File: src/rtl/demux1x2_32bits_buf.sv
// demux1x2_32bits_buf: routes one valid/ready input stream to one of two
// buffered output channels (A for in_sel=0, B for in_sel=1).
// Each channel owns a DEPTH-entry FIFO with registered storage and no bypass.
// Optional build macro DEMUX_XFER_COUNT_EN adds per-channel pop counters
// a_count / b_count (CW bits, wrapping).

module demux1x2_fifo #(
    parameter int WIDTH = 32,
    parameter int DEPTH = 2
) (
    input  logic             clk,
    input  logic             rst_n,
    input  logic             push,
    input  logic [WIDTH-1:0] wdata,
    input  logic             ready,
    output logic             valid,
    output logic [WIDTH-1:0] rdata,
    output logic             full,
    output logic             pop
);

    localparam int AW = (DEPTH > 1) ? $clog2(DEPTH) : 1;
    localparam logic [AW:0] FULL_CNT = (AW + 1)'(DEPTH);

    logic [WIDTH-1:0] mem [DEPTH];
    logic [AW-1:0]    wptr;
    logic [AW-1:0]    rptr;
    logic [AW:0]      cnt;

    // Status flags and the head word, all derived from registered state
    always_comb begin
        valid = (cnt != '0);
        full  = (cnt == FULL_CNT);
        pop   = valid & ready;
        rdata = mem[rptr];
    end

    // Storage array; cleared on reset so the head word reads as zero
    always_ff @(posedge clk or negedge rst_n) begin
        if (!rst_n) begin
            for (int unsigned i = 0; i < DEPTH; i++) begin
                mem[i] <= '0;
            end
        end else if (push) begin
            mem[wptr] <= wdata;
        end
    end

    // Pointers wrap naturally since DEPTH is a power of two
    always_ff @(posedge clk or negedge rst_n) begin
        if (!rst_n) begin
            wptr <= '0;
            rptr <= '0;
        end else begin
            if (push) begin
                wptr <= wptr + 1'b1;
            end
            if (pop) begin
                rptr <= rptr + 1'b1;
            end
        end
    end

    // Occupancy: simultaneous push and pop leaves the count unchanged
    always_ff @(posedge clk or negedge rst_n) begin
        if (!rst_n) begin
            cnt <= '0;
        end else begin
            case ({push, pop})
                2'b10:   cnt <= cnt + 1'b1;
                2'b01:   cnt <= cnt - 1'b1;
                default: cnt <= cnt;
            endcase
        end
    end

endmodule

module demux1x2_32bits_buf #(
    parameter int WIDTH = 32,
    parameter int DEPTH = 2,
    parameter int CW    = 16
) (
    input  logic             clk,
    input  logic             rst_n,
    input  logic             in_valid,
    input  logic             in_sel,
    input  logic [WIDTH-1:0] in_data,
    output logic             in_ready,
    output logic             a_valid,
    output logic [WIDTH-1:0] a_data,
    input  logic             a_ready,
    output logic             b_valid,
    output logic [WIDTH-1:0] b_data,
    input  logic             b_ready,
`ifdef DEMUX_XFER_COUNT_EN
    output logic [CW-1:0]    a_count,
    output logic [CW-1:0]    b_count,
`endif
    output logic             busy
);

    logic a_full;
    logic b_full;
    logic a_push;
    logic b_push;
    logic a_pop;
    logic b_pop;

    // Ready reflects only the selected channel's fullness, never the valids/readies
    always_comb begin
        in_ready = in_sel ? ~b_full : ~a_full;
        a_push   = in_valid & in_ready & ~in_sel;
        b_push   = in_valid & in_ready &  in_sel;
        busy     = a_valid | b_valid;
    end

    demux1x2_fifo #(
        .WIDTH (WIDTH),
        .DEPTH (DEPTH)
    ) u_fifo_a (
        .clk   (clk),
        .rst_n (rst_n),
        .push  (a_push),
        .wdata (in_data),
        .ready (a_ready),
        .valid (a_valid),
        .rdata (a_data),
        .full  (a_full),
        .pop   (a_pop)
    );

    demux1x2_fifo #(
        .WIDTH (WIDTH),
        .DEPTH (DEPTH)
    ) u_fifo_b (
        .clk   (clk),
        .rst_n (rst_n),
        .push  (b_push),
        .wdata (in_data),
        .ready (b_ready),
        .valid (b_valid),
        .rdata (b_data),
        .full  (b_full),
        .pop   (b_pop)
    );

`ifdef DEMUX_XFER_COUNT_EN
    // Completed-pop counters, wrapping at 2^CW
    always_ff @(posedge clk or negedge rst_n) begin
        if (!rst_n) begin
            a_count <= '0;
            b_count <= '0;
        end else begin
            if (a_pop) begin
                a_count <= a_count + 1'b1;
            end
            if (b_pop) begin
                b_count <= b_count + 1'b1;
            end
        end
    end
`else
    logic unused_pops;
    always_comb unused_pops = a_pop | b_pop;
`endif

endmodule

File: config.mk
export PLATFORM = sky130hd
export DESIGN_NAME = demux1x2_32bits_buf
export DESIGN_NICKNAME = d
export VERILOG_FILES = /design/src/rtl/demux1x2_32bits_buf.sv
export SDC_FILE = /design/constraint.sdc
export NUM_CORES = 1
export LEC_CHECK = 0
export ABC_AREA = 1
export CORE_MARGIN = 2
export CORE_UTILIZATION = 53
export DETAILED_ROUTE_END_ITERATION = 10
export PLACE_DENSITY_LB_ADDON = 0.08
export SLEW_MARGIN = 0
export SYNTH_ARGS = -nofsm -noshare
export SYNTH_HDL_FRONTEND = slang
export SYNTH_HIERARCHICAL = 1
export SYNTH_SLANG_ARGS = --single-unit
File: constraint.sdc
create_clock -name clk -period 2.1 [get_ports clk]
set_input_delay 0.42 -clock clk [delete_from_list [all_inputs] [get_ports clk]]
set_output_delay 0.42 -clock clk [all_outputs]
set_load 0.05 [all_outputs]
==> flow_metrics.py <==
metrics = {
    "worst_setup_path": {
        "cp.arrival_ns": 1.56,
        "r2r_end": "u_fifo_b/mem[40]",
        "worstSetupEndpoint": "a_data[1]",
        "cpMaxStageDelayCell": "dfrtp_1",
        "worstPathRequired_ns": 1.68,
        "r2r_start": "u_fifo_b/cnt[1]",
        "cp-end-kind": "output pin",
        "reg2reg_slack_ns": 0.38,
        "crit_start": "u_fifo_a/rptr",
        "start_kind": "flip-flop",
        "cpPeakStageDelay_ns": 0.38,
        "rr_worst_depth": 10,
        "cp_max_fo": 23,
        "crit_path_cell_trace": "inv_1, buf_4, nand2_1, nand2_1, buf_4",
        "critPathKind": "reg2out",
    },
    "die": {
        "initial_core_util": 0.541,
        "die_h_um": 112,
        "ios": 106,
        "die_x_um": 112,
        "num_rows": 39,
        "dieArea_mm2": 0.0125,
        "core-area_mm2": 0.0114,
    },
    "timing": {
        "post-route-min-period_ns": 1.98,
        "tightestPinTransition_ns": 0.553,
        "hold_viol": 0,
        "clock_skew_ns": 0.00654,
        "final_max_slew_viol_count": 0,
        "period_share": 0.942,
        "max_slew_margin": 0.631,
        "finalSetupViolCount": 0,
        "rsz0062_at_grt": "no",
        "fmax_mhz": 505,
        "tns_ns": 0,
    },
    "synth": {
        "synth_area_leaders": "dfrtp_1 55%, nand2_1 21%, o21ai_2 6.5%",
        "synth_area_leader_cell": "dfrtp_1",
        "synth_area_per_cell_um2": 8.26,
        "ys_seq_elements": 136,
        "ys_types": 17,
        "synth_fp_nets": 788,
        "synth_area_mm2": 0.00618,
        "ys_warn_count": 6,
        "seq_area_frac_synth": 0.551,
        "syn_inst": 748,
        "synth_top_area_share": 0.551,
    },
    "cells_and_area": {
        "final_net_count": 893,
        "areaGrowthSynthToFinish_pct": 26.6,
        "layout-drive-gt1-share": 0.192,
        "num_antenna_cells": 0,
        "fin_area_mm2": 0.00782,
    },
    "routing": {
        "drtIter0Drc": 413,
        "drt-vias-per-instance": 5.00,
        "drc": 0,
        "vias": 5029,
        "antenna_left": 0,
        "drtPass1Iterations": 6,
        "wl_mm": 14.8,
        "wl_per_cell_um": 14.7,
    },
    "clocking": {
        "htree_levels": 4,
        "cts_resized": 0,
        "cts_setup_buffers": 0,
        "cts_made_buffers": 17,
        "clock-sinks": 136,
        "cts-root-buf": "clkbuf_16",
        "clk_path_buf_depth": 2,
        "clk_latency_ns": 0.41,
        "cts.hold.buffers_added": 1,
        "tritoncts": "done",
        "cts.clk_slew.worst_paths_ns": 0.05,
    },
    "worst_hold_path": {
        "hp-start": "u_fifo_b/cnt[1]",
        "worstHoldPathType": "reg2reg",
    },
    "placed_design": {
        "place_area_mm2": 0.00725,
        "dp_hpwl_mm": 9.92,
        "io_buffer_count": 105,
        "gp_congestion": 0.767,
    },
    "grt": {
        "grt_max_degree": 66,
        "grt_util_all_layers": 0.250,
        "antenna_found_initial": 0,
        "grt_overflow": 0,
        "grt_pass1_wl_mm": 24.4,
        "grt_pass1_vias": 4938,
    },
    "run": {
        "maxCapViolCount": 0,
    },
    "run_status": {
        "status": "complete, no violations",
    },
}
==> sequential cells by signal (all words and copies together) (netlist names) <==
| signal | flops |
|---|---|
| u_fifo_a/mem | 64 |
| u_fifo_a/rptr | 1 |
| u_fifo_a/wptr | 1 |
| u_fifo_b/rptr | 1 |
| u_fifo_b/mem | 64 |
| u_fifo_b/cnt | 2 |
| u_fifo_b/wptr | 1 |
| u_fifo_a/cnt | 2 |
==> cell usage after synthesis <==
| library cell | n |
|---|---|
| nand2_1 | 345 |
| o21ai_2 | 46 |
| ha_1 | 2 |
| xnor2_1 | 2 |
| inv_1 | 80 |
| dfrtp_1 | 136 |
| clkbuf_1 | 22 |
| o21ai_1 | 18 |
| nor2_1 | 3 |
| inv_2 | 2 |
| or2_1 | 3 |
| buf_2 | 6 |
| nand4_1 | 2 |
| buf_6 | 12 |
| nand3_1 | 4 |
| nor2_2 | 1 |
| o21ai_0 | 64 |
==> layer usage <==
| metal | part of all wire | track usage |
|---|---|---|
| met1 | 0.42 | 0.309 |
| met2 | 0.52 | 0.432 |
| met3 | 0.048 | 0.0691 |
| met4 | 0.013 | 0.0724 |
| met5 | 0 | 0 |
==> worst min-delay path by stage <==
| stage | depth (start not counted) | slack [ns] | end |
|---|---|---|---|
| after CTS | 2 | 0.47 | u_fifo_a/cnt[1] |
| after global routing | 2 | 0.50 | u_fifo_a/mem[6] |
| after detailed placement | 1 | 0.42 | u_fifo_a/mem[10] |
| final | 2 | 0.47 | u_fifo_b/cnt[1] |
| after floorplan | 0 | 0.12 | u_fifo_a/cnt[0] |
| after global placement | 1 | 0.42 | u_fifo_a/mem[10] |
==> through the flow <==
step | utilization | hold WS (ns) | setup slack, ns | instances
5_1_grt | 0.685 | 0.498 | 0.0140 | 1006
3_3_place_gp | 0.635 | 0.419 | 0.100 | 976
3_5_place_dp | 0.635 | 0.423 | 0.0635 | 976
4_1_cts | 0.685 | 0.473 | 0.104 | 1006
2_1_floorplan | - | 0.124 | 0.371 | 748
6_report | 0.685 | 0.469 | 0.121 | 1006
==> cell usage in the layout (no fill, tap or decap), types with 3 or more instances in the layout <==
cell type | Yosys | final
nor2_1 | 3 | 3
clkbuf_1 | 22 | 5
o21ai_1 | 18 | 18
o21ai_2 | 46 | 46
buf_12 | 0 | 8
clkbuf_16 | 0 | 17
o21ai_0 | 64 | 64
inv_1 | 80 | 80
clkbuf_8 | 0 | 4
clkdlybuf4s50_1 | 0 | 36
nand2_1 | 345 | 343
nand3_1 | 4 | 4
dfrtp_1 | 136 | 136
buf_4 | 0 | 80
==> area by class of cell <==
cell class	count	area, µm²
clock buffers	26	499
clock inverters	3	65.1
fillers	967	3600
inverters	82	308
multi-input cells	490	2220
flip-flops and latches	136	3400
well taps	143	179
repair buffers	126	1140
==> critical path, delay by kind of cell (launching register included) <==
| family | cells | cell delay [ns] |
|---|---|---|
| and+or+nand+nor | 2 | 0.19 |
| DFF | 1 | 0.38 |
| buffers and inverters | 3 | 0.56 |
==> cell families after synthesis <==
kind of cell               Yosys count  synth area share
and+or+nand+nor                    358             0.221
xor gates and xnor gates             2           0.00284
AOI/OAI and AO/OA                  128             0.132
adders and majority gates            2           0.00405
DFF                                136             0.551
buffers and inverters              122            0.0899
Power is left out: the tool's default activity adds up to more than one toggle a clock period on the data nets, which glitch-free logic cannot reach.
